<file path="config.mk">
export PLATFORM = sky130hd
export DESIGN_NAME = control_contador_flat
export DESIGN_NICKNAME = d
export VERILOG_FILES = /design/src/rtl/contador_pkg.sv /design/src/rtl/control_contador_if.sv /design/src/rtl/contador_ciclos.sv /design/src/rtl/control_contador.sv /design/src/flat_wrapper.sv
export SDC_FILE = /design/constraint.sdc
export NUM_CORES = 1
export LEC_CHECK = 0
export CAP_MARGIN = 20
export CORE_MARGIN = 2
export CORE_UTILIZATION = 31
export DETAILED_ROUTE_END_ITERATION = 8
export PLACE_DENSITY = 0.67
export SYNTH_ARGS = -nofsm -noshare
export SYNTH_HDL_FRONTEND = slang
export SYNTH_SLANG_ARGS = --single-unit
</file>
<file path="constraint.sdc">
create_clock -name clk -period 2.4 [get_ports clk]
set_input_delay 0.36 -clock clk [delete_from_list [all_inputs] [get_ports clk]]
set_output_delay 0.36 -clock clk [all_outputs]
set_load 0.005 [all_outputs]
</file>
<file path="src/rtl/contador_pkg.sv">
// Shared constants for the cascaded-counter sequencer: counter modes, FSM encoding, default widths.
package contador_pkg;

  localparam int ANCHO_DEF         = 16;
  localparam int ANCHO_CICLOS_DEF  = 16;
  localparam int ANCHO_VUELTAS_DEF = 8;

  localparam logic [1:0] MODO_ASC   = 2'b00;
  localparam logic [1:0] MODO_DESC  = 2'b01;
  localparam logic [1:0] MODO_TRES  = 2'b10;
  localparam logic [1:0] MODO_CARGA = 2'b11;

  localparam logic [1:0] ST_INICIO = 2'd0;
  localparam logic [1:0] ST_CARGA  = 2'd1;
  localparam logic [1:0] ST_CUENTA = 2'd2;
  localparam logic [1:0] ST_FIN    = 2'd3;

  function automatic logic es_carga(input logic [1:0] modo);
    return modo == MODO_CARGA;
  endfunction

endpackage

</file>
<file path="src/rtl/control_contador_if.sv">
// Command/completion bus between the test/control logic (master) and control_contador (slave).
interface control_contador_if #(
  parameter int ANCHO         = contador_pkg::ANCHO_DEF,
  parameter int ANCHO_CICLOS  = contador_pkg::ANCHO_CICLOS_DEF,
  parameter int ANCHO_VUELTAS = contador_pkg::ANCHO_VUELTAS_DEF
);

  logic                     cmd_valid;
  logic                     cmd_ready;
  logic [1:0]               cmd_modo;
  logic [ANCHO-1:0]         cmd_dato;
  logic [ANCHO_CICLOS-1:0]  cmd_ciclos;
  logic                     parar;
  logic                     hecho;
  logic                     abortado;
  logic [ANCHO-1:0]         q_final;
  logic [ANCHO_VUELTAS-1:0] vueltas;

  modport master (
    output cmd_valid, cmd_modo, cmd_dato, cmd_ciclos, parar,
    input  cmd_ready, hecho, abortado, q_final, vueltas
  );

  modport slave (
    input  cmd_valid, cmd_modo, cmd_dato, cmd_ciclos, parar,
    output cmd_ready, hecho, abortado, q_final, vueltas
  );

endinterface

</file>
<file path="src/rtl/contador_ciclos.sv">
// Loadable down-counter of remaining CUENTA cycles; o_ultimo flags the final enabled cycle.
module contador_ciclos #(
  parameter int ANCHO_CICLOS = contador_pkg::ANCHO_CICLOS_DEF
) (
  input  logic                    clk,
  input  logic                    reset,
  input  logic                    i_cargar,
  input  logic [ANCHO_CICLOS-1:0] i_valor,
  input  logic                    i_decr,
  output logic                    o_ultimo
);

  logic [ANCHO_CICLOS-1:0] r_restante;

  // NOTE: state registers use non-blocking assignments and an async reset in the sensitivity list.
  always_ff @(posedge clk or posedge reset) begin
    if (reset) begin
      r_restante <= '0;
    end else if (i_cargar) begin
      r_restante <= i_valor;
    end else if (i_decr && (r_restante != '0)) begin
      r_restante <= r_restante - 1'b1;
    end
  end

  assign o_ultimo = (r_restante == ANCHO_CICLOS'(1));

endmodule

</file>
<file path="src/rtl/control_contador.sv">
// Command sequencer for the 16-bit cascaded counter; drives enb/modo/D and reports completion.
// Define PRECARGA_EN to preload cmd_dato (one CARGA cycle) before every count command.
module control_contador
  import contador_pkg::*;
#(
  parameter int ANCHO         = ANCHO_DEF,
  parameter int ANCHO_CICLOS  = ANCHO_CICLOS_DEF,
  parameter int ANCHO_VUELTAS = ANCHO_VUELTAS_DEF
) (
  input  logic             clk,
  input  logic             reset,
  control_contador_if.slave bus,
  output logic             enb,
  output logic [1:0]       modo,
  output logic [ANCHO-1:0] D,
  input  logic [ANCHO-1:0] Q,
  input  logic [3:0]       RCO
);

`ifdef PRECARGA_EN
  localparam bit PRECARGA = 1'b1;
`else
  localparam bit PRECARGA = 1'b0;
`endif

  logic [1:0]               r_estado;
  logic [1:0]               r_modo_cmd;
  logic                     r_ciclos_cero;
  logic                     r_abort_pend;
  logic                     r_enb;
  logic [1:0]               r_modo;
  logic [ANCHO-1:0]         r_D;
  logic                     r_hecho;
  logic                     r_abortado;
  logic [ANCHO-1:0]         r_q_final;
  logic [ANCHO_VUELTAS-1:0] r_vueltas;

  logic w_ready;
  logic w_acepta;
  logic w_ciclos_cero;
  logic w_pasa_carga;
  logic w_ultimo;
  logic w_unused_rco;

  assign w_ready       = (r_estado == ST_INICIO);
  assign w_acepta      = bus.cmd_valid && w_ready;
  assign w_ciclos_cero = (bus.cmd_ciclos == '0);
  assign w_pasa_carga  = es_carga(bus.cmd_modo) || PRECARGA;
  // Only the top-stage wrap is counted; lower-stage carries are observed by the counter itself.
  assign w_unused_rco  = ^RCO[2:0];

  contador_ciclos #(.ANCHO_CICLOS(ANCHO_CICLOS)) u_ciclos (
    .clk      (clk),
    .reset    (reset),
    .i_cargar (w_acepta),
    .i_valor  (bus.cmd_ciclos),
    .i_decr   (r_estado == ST_CUENTA),
    .o_ultimo (w_ultimo)
  );

  always_ff @(posedge clk or posedge reset) begin
    if (reset) begin
      r_estado      <= ST_INICIO;
      r_modo_cmd    <= MODO_ASC;
      r_ciclos_cero <= 1'b0;
      r_abort_pend  <= 1'b0;
      r_enb         <= 1'b0;
      r_modo        <= MODO_ASC;
      r_D           <= '0;
      r_hecho       <= 1'b0;
      r_abortado    <= 1'b0;
      r_q_final     <= '0;
      r_vueltas     <= '0;
    end else begin
      r_hecho    <= 1'b0;
      r_abortado <= 1'b0;
      case (r_estado)
        ST_INICIO: begin
          if (w_acepta) begin
            r_modo_cmd    <= bus.cmd_modo;
            r_ciclos_cero <= w_ciclos_cero;
            r_abort_pend  <= 1'b0;
            r_vueltas     <= '0;
            if (w_pasa_carga) begin
              r_estado <= ST_CARGA;
              r_enb    <= 1'b1;
              r_modo   <= MODO_CARGA;
              r_D      <= bus.cmd_dato;
            end else if (w_ciclos_cero) begin
              r_estado <= ST_FIN;
            end else begin
              r_estado <= ST_CUENTA;
              r_enb    <= 1'b1;
              r_modo   <= bus.cmd_modo;
            end
          end
        end
        ST_CARGA: begin
          // A preload that precedes a non-empty count hands straight over to CUENTA.
          if (es_carga(r_modo_cmd) || r_ciclos_cero) begin
            r_estado <= ST_FIN;
            r_enb    <= 1'b0;
          end else begin
            r_estado <= ST_CUENTA;
            r_modo   <= r_modo_cmd;
          end
        end
        ST_CUENTA: begin
          if (RCO[3] && (r_vueltas != {ANCHO_VUELTAS{1'b1}})) begin
            r_vueltas <= r_vueltas + 1'b1;
          end
          if (w_ultimo) begin
            r_estado <= ST_FIN;
            r_enb    <= 1'b0;
          end else if (bus.parar) begin
            r_estado     <= ST_FIN;
            r_enb        <= 1'b0;
            r_abort_pend <= 1'b1;
          end
        end
        default: begin
          r_estado   <= ST_INICIO;
          r_hecho    <= 1'b1;
          r_abortado <= r_abort_pend;
          r_q_final  <= Q;
        end
      endcase
    end
  end

  assign enb           = r_enb;
  assign modo          = r_modo;
  assign D             = r_D;
  assign bus.cmd_ready = w_ready;
  assign bus.hecho     = r_hecho;
  assign bus.abortado  = r_abortado;
  assign bus.q_final   = r_q_final;
  assign bus.vueltas   = r_vueltas;

endmodule

</file>
<file path="src/flat_wrapper.sv">
// flat-port wrapper written by rule: the top's interface ports become plain ports
module control_contador_flat import contador_pkg::*;
#(
  parameter int ANCHO         = ANCHO_DEF,
  parameter int ANCHO_CICLOS  = ANCHO_CICLOS_DEF,
  parameter int ANCHO_VUELTAS = ANCHO_VUELTAS_DEF
)
  (clk, reset, enb, modo, D, Q, RCO, bus_cmd_valid, bus_cmd_modo, bus_cmd_dato, bus_cmd_ciclos, bus_parar, bus_cmd_ready, bus_hecho, bus_abortado, bus_q_final, bus_vueltas);
  control_contador_if #(.ANCHO(ANCHO), .ANCHO_CICLOS(ANCHO_CICLOS), .ANCHO_VUELTAS(ANCHO_VUELTAS)) bus_i ();
  input  logic clk;
  input  logic reset;
  output logic enb;
  output logic [1:0] modo;
  output logic [ANCHO-1:0] D;
  input  logic [ANCHO-1:0] Q;
  input  logic [3:0] RCO;
  input wire logic [$bits(bus_i.cmd_valid)-1:0] bus_cmd_valid;
  input wire logic [$bits(bus_i.cmd_modo)-1:0] bus_cmd_modo;
  input wire logic [$bits(bus_i.cmd_dato)-1:0] bus_cmd_dato;
  input wire logic [$bits(bus_i.cmd_ciclos)-1:0] bus_cmd_ciclos;
  input wire logic [$bits(bus_i.parar)-1:0] bus_parar;
  output wire logic [$bits(bus_i.cmd_ready)-1:0] bus_cmd_ready;
  output wire logic [$bits(bus_i.hecho)-1:0] bus_hecho;
  output wire logic [$bits(bus_i.abortado)-1:0] bus_abortado;
  output wire logic [$bits(bus_i.q_final)-1:0] bus_q_final;
  output wire logic [$bits(bus_i.vueltas)-1:0] bus_vueltas;
  assign bus_i.cmd_valid = bus_cmd_valid;
  assign bus_i.cmd_modo = bus_cmd_modo;
  assign bus_i.cmd_dato = bus_cmd_dato;
  assign bus_i.cmd_ciclos = bus_cmd_ciclos;
  assign bus_i.parar = bus_parar;
  assign bus_cmd_ready = bus_i.cmd_ready;
  assign bus_hecho = bus_i.hecho;
  assign bus_abortado = bus_i.abortado;
  assign bus_q_final = bus_i.q_final;
  assign bus_vueltas = bus_i.vueltas;
  control_contador #(.ANCHO(ANCHO), .ANCHO_CICLOS(ANCHO_CICLOS), .ANCHO_VUELTAS(ANCHO_VUELTAS)) u_core (.clk(clk), .reset(reset), .bus(bus_i), .enb(enb), .modo(modo), .D(D), .Q(Q), .RCO(RCO));
endmodule
</file>
# Word-level counts from Yosys, hierarchy flattened
# Cells that the tools add are included.
# word_totals
out_inout_bits,46
register_bits,67
word_cells,77
inputBits,58
# classes
n_addsub,2
n_reduce_logical,19
muxes,30
eq_ne,14
# op_table
op,n
two-way mux 16 bit,2
"== test 16 x 1 -> 1 bit, second input constant",1
logical NOT 16 bit,1
two-way mux 2 bit,8
two-way mux 8 bit,2
case mux 8 bit (2 select lines),1
nonzero test 16 bit,1
"subtractor 16 x 1 -> 16 bit, second input constant",1
two-way mux 1 bit,13
"adder 8 x 1 -> 8 bit, second input constant",1
"inequality test 2 bit, second input constant",4
"inequality test 8 bit, second input constant",1
AND reduction 4 bit,2
"== test 2 bit, second input constant",3
case mux 2 bit (3 select lines),1
AND reduction 3 bit,2
nonzero test 2 bit,3
AND reduction 5 bit,1
"inequality test 2 x 1 -> 1 bit, second input constant",2
case mux 2 bit (2 select lines),1
AND reduction 2 bit,2
logical AND 1 bit,3
"inequality test 3 x 2 -> 1 bit, second input constant",1
"inequality test 3 bit, second input constant",1
7 further kinds,7

# Longest topological paths before layout
# logic_depth
ltp_word,5
depth_mapped,9
ltp_nobuf,7

# Modules after synthesis
# From an unflattened synthesis, not the netlist that was laid out.
# unflattened
hier_cells,315
area_unflattened_um2,3485.8
# by_module_without_submodules
mod,area_per_inst_um2,seq_area_each_um2,cells_per_inst,n_inst
control_contador,2413.6,1276.2,193,1
contador_ciclos,1072.3,400.4,122,1

# Worst setup path after synthesis
# No wires, ideal clock.
# synth_timing
path_type,flip-flop to flip-flop
from,reg u_core.r_estado[0]
to,reg u_core.r_D[0] (netlist: u_core.D[0])
arrival_time_ns,2.015
required_ns,2.275
setup_time_ns,0.125
path_stages_with_launch,9
period_less_slack_ns,2.140
slack_ns,0.260
path_buffers,3
path_cell_list,dfrtp_1 > inv_1 > ha_1 > buf_2 > and2_1 > clkbuf_1 > nand3_1 > clkbuf_1 > mux2_2
# synth_via
elab_chain_cells,3
# synth_rtl
item,line_no,rtl
"start, declared",control_contador.sv:26,logic [1:0] r_estado;
"start signal, assigned",control_contador.sv:63,r_estado <= ST_INICIO;
"start signal, assigned",control_contador.sv:85,r_estado <= ST_CARGA;
"start signal, assigned",control_contador.sv:90,r_estado <= ST_FIN;
logical NOT 2 bit *,control_contador.sv:45,assign w_ready = (r_estado == ST_INICIO);
net bus_cmd_ready,flat_wrapper.sv:22,output wire logic [$bits(bus_i.cmd_ready)-1:0] bus_cmd_ready;
logical AND 1 bit,control_contador.sv:46,assign w_acepta = bus.cmd_valid && w_ready;
AND reduction 3 bit (no line) *,-,
"end signal, assigned",control_contador.sv:88,r_D <= bus.cmd_dato;
"end, declared",control_contador.sv:32,logic [ANCHO-1:0] r_D;
# Mark *: on every way through the listed nets, which the timed path passes. The rest lies on a longest branch.
# A chain may end at the register's enable or synchronous reset.

# Final worst setup path
# layout_timing
from,reg u_core.u_ciclos.r_restante[8]
to,reg u_core.r_estado[0]
# layout_via
elab_chain_cells,3
elab_cells_between_ends,5
cone_classes,eq/ne (2); mux (2); reduce/logical (1)
# layout_rtl
item,line_no,rtl
"start, declared",contador_ciclos.sv:13,logic [ANCHO_CICLOS-1:0] r_restante;
"start signal, assigned",contador_ciclos.sv:20,r_restante <= i_valor;
"start signal, assigned",contador_ciclos.sv:22,r_restante <= r_restante - 1'b1;
== test 16 x 1 -> 1 bit *,contador_ciclos.sv:26,assign o_ultimo = (r_restante == ANCHO_CICLOS'(1));
two-way mux 2 bit / inequality test 3 x 2 -> 1 bit (equally long branches),-,
case mux 2 bit (3 select lines) / AND reduction 2 bit (equally long branches),-,
"end signal, assigned",control_contador.sv:85,
"end signal, assigned",control_contador.sv:113,r_estado <= ST_FIN;
"end signal, assigned",control_contador.sv:116,r_estado <= ST_FIN;
# Every way passes the cells marked *; elsewhere a longest branch is shown, timed or not.

==> flow_summary.toml <==
[clock_network]
clkLatencyLatePin_ps = 350
clock_tree_from_tritoncts = "yes"
post_cts_hold_fix_bufs = 0
clk_path_buf_depth = 2
cts-root-buf = "sky130_fd_sc_hd__clkbuf_8"
clock_sink_count = 67
clk_pin_slew_worst_paths_ps = 80
cts_max_level = 3
postCtsSetupRepairBufs = 0
cts-buffers-inserted = 9
cts.repair.resized = 0

[placed_design]
place_congestion = 0.785
minimum_setup_slack_after_placement_ps = 98.1
port_buffers = 100
dp_cells = 518
dp_hpwl_um = 5510

[detailed_routing]
antenna_violating_nets_post_route = 0
total_via_count_after_detailed_routing = 2534
detailed_route_wire_length_per_cell_um = 14.0
detail_route.vias_per_cell = 4.75
route.final.wire_length_um = 7470
detail_route.iter0.violations = 53
number_of_optimization_iterations_in_the_first_detailed_route_pass = 4
drc = 0

[power_and_ir_drop]
design_power_total_mw = 5.25
sw_frac_of_total_pct = 32.2
cellInternalPower_mw = 3.56
seq_power_share_pct = 38.4
share_comb_of_total_power_pct = 42.6
irDropWorstVdd_uv = 561
p_switching_mw = 1.69
cellPowerDensity_mw_per_mm2 = 1130
clock_network_fraction_of_design_power_pct = 19.0
power_leakage_nw = 1.86

[timing]
final_cycle_utilization_of_the_critical_path_pct = 92.3
setup-tns-final_ps = 0
hold_violations = 0
finalSetupViolations = 0
finalClockSkew_ps = 11.6
timing.final.ws_setup_ps = 184
rsz0062_at_grt = "no"
report.final.slew_viol_count = 0
max_fclk_mhz = 451
finalCriticalPeriod_ps = 2220
max_slew_margin_pct = 34.0
timing_worst_slew_pin_value_ps = 990

[logic_synthesis]
synth.top_cells.by_area = "sky130_fd_sc_hd__dfrtp_1, sky130_fd_sc_hd__mux2_2, sky130_fd_sc_hd__mux2_1"
synth_edf_count = 0
synth_cell_area_sq_mm = 0.00322
ys.flop_type = "sky130_fd_sc_hd__dfrtp_1"
netlist-cell-type-count = 43
syn-mean-instance-area_sq_um = 11.4
async_reset_ff_share_pct = 100
synth_top_cell_by_area = "sky130_fd_sc_hd__dfrtp_1"
synth.net_count = 347
synth_largest_type_area_fraction_pct = 52.0
synth-seq-area-share_pct = 52.0
synth_warnings = 0
ys_ff_latch = 67
syn-instance-count = 282

[cells_and_area]
share_of_final_layout_standard_cells_stronger_than_drive_strength_1_pct = 16.3
final_cell_mix = "sky130_fd_sc_hd__clkdlybuf4s50_1, sky130_fd_sc_hd__dfrtp_1, sky130_fd_sc_hd__mux2_2"
area.growth.synth_to_final_pct = 44.4
insertedDiodeCount = 0
mostFrequentLayoutCell = "sky130_fd_sc_hd__clkdlybuf4s50_1"
final_nets = 458
final_cells = 534

[die]
floorplan.die.width_um = 106
floorplan.die.height_um = 106
die_area_sq_mm = 0.0112
start_util_pct = 31.5
placementRows = 37
ios = 104
core_region_area_sq_mm = 0.0102

[global_route]
grt_pass1_wl_um = 12600
via_count_of_the_first_global_routing_pass = 2579
grt_antenna_before_repair = 0
gr-total-overflow = 0
pin_count_of_the_biggest_net_entering_global_routing = 46
gr-usage-all-layers_pct = 14.3

[critical_path]
max_stage_delay_ps = 610
worstPathRequired_ps = 2620
worstSetupEndpointType = "register"
timing.critical_path.fanout_max = 5
criticalPathCategory = "reg2reg"
cp_cell_instances = "or4_4 -> nor3_4 -> a311oi_2 -> a21oi_1 -> mux2_1"
critical_path_startpoint_category = "register"
crit_arrival_ps = 2440
cpMaxStageDelayCell = "sky130_fd_sc_hd__or4_4"

[run]
maxCapViolations = 0

[outcome]
run_status = "finished clean"

[min_path]
hp-class = "in2async"
## critical path, delay by kind of cell (launching register included)
family / cells / cell delay (ps)
simple gates: 2 / 860
flops: 1 / 440
mux: 1 / 360
compound gates: 2 / 420
## sequential cells by signal (all words and copies together) (netlist names), 2 cells and up
signal,count
u_core.D,16
u_core.u_ciclos.r_restante,16
u_core.bus.q_final,16
u_core.r_modo_cmd,2
u_core.modo,2
u_core.bus.vueltas,8
u_core.r_estado,2
## final timing paths
path / depth (start not counted) / slack [ps] / to / start
min in group clk: 1 / 490 / u_core.D[7] / u_core.D[7]
worst min register to register: 1 / 490 / u_core.D[7] / u_core.D[7]
max in group asynchronous: 3 / 1410 / u_core.bus.vueltas[1] / reset
worst min-delay path: 2 / 370 / u_core.D[10] / reset
worst max-delay path: 5 / 180 / u_core.r_estado[0] / u_core.u_ciclos.r_restante[8]
worst max register to register: 5 / 180 / u_core.r_estado[0] / u_core.u_ciclos.r_restante[8]
## power groups by stage
stage	clock (mW)	sequential [mW]	combinational [mW]
final	0.996	2.02	2.24
after global routing	1.09	2.10	2.47
after CTS	1.04	2.02	2.28
after detailed placement	0	2.04	2.26
after global placement	0	2.00	2.21
after floorplan	0	2.00	1.19
## synthesized netlist by cell type, types with 4 or more instances
cell type	instances
sky130_fd_sc_hd__mux2_2	30
sky130_fd_sc_hd__xor2_1	8
sky130_fd_sc_hd__dfrtp_1	67
sky130_fd_sc_hd__mux2_1	11
sky130_fd_sc_hd__xnor2_1	8
sky130_fd_sc_hd__nor3_1	6
sky130_fd_sc_hd__ha_1	7
sky130_fd_sc_hd__inv_1	9
sky130_fd_sc_hd__nor2_1	27
sky130_fd_sc_hd__a21oi_1	21
sky130_fd_sc_hd__nand2_1	15
sky130_fd_sc_hd__clkbuf_1	8
sky130_fd_sc_hd__nand4_1	4
sky130_fd_sc_hd__nand3_1	11
sky130_fd_sc_hd__o21ai_0	6
sky130_fd_sc_hd__nor4_1	7
## through the flow
step           area [sq um]  util [%]  hold WS (ps)
3_3_place_gp           4440      43.4           473
5_1_grt                4660      45.5           395
2_1_floorplan          3220         -           451
6_report               4660      45.5           367
4_1_cts                4660      45.5           369
3_5_place_dp           4440      43.4           481
## layout make-up
| class | count | area, sq um |
|---|---|---|
| multi-input combinational | 196 | 1470 |
| fill | 972 | 5580 |
| timing repair buffer | 110 | 1090 |
| sequential | 67 | 1680 |
| clock inverter | 4 | 47.5 |
| clock buffer | 12 | 165 |
| tap | 136 | 170 |
| inverter | 9 | 33.8 |
## metal layers
layer	up-vias	track usage [%]	share of wire (%)
li1	1236	-	-
met4	0	4.61	1.6
met5	-	0	0
met3	14	6.25	7.7
met1	1212	17.3	43
met2	72	22.9	48
## cells by family after synthesis
group | Yosys count | synth area share, %
muxes | 44 | 15.3
buffers and inverters | 19 | 2.25
xor gates and xnor gates | 16 | 4.35
and+or+nand+nor | 88 | 14.4
DFF | 67 | 52.0
AOI/OAI and AO/OA | 41 | 9.01
adders and majority gates | 7 | 2.72
Note: power is estimated with default switching activity, not from simulation.
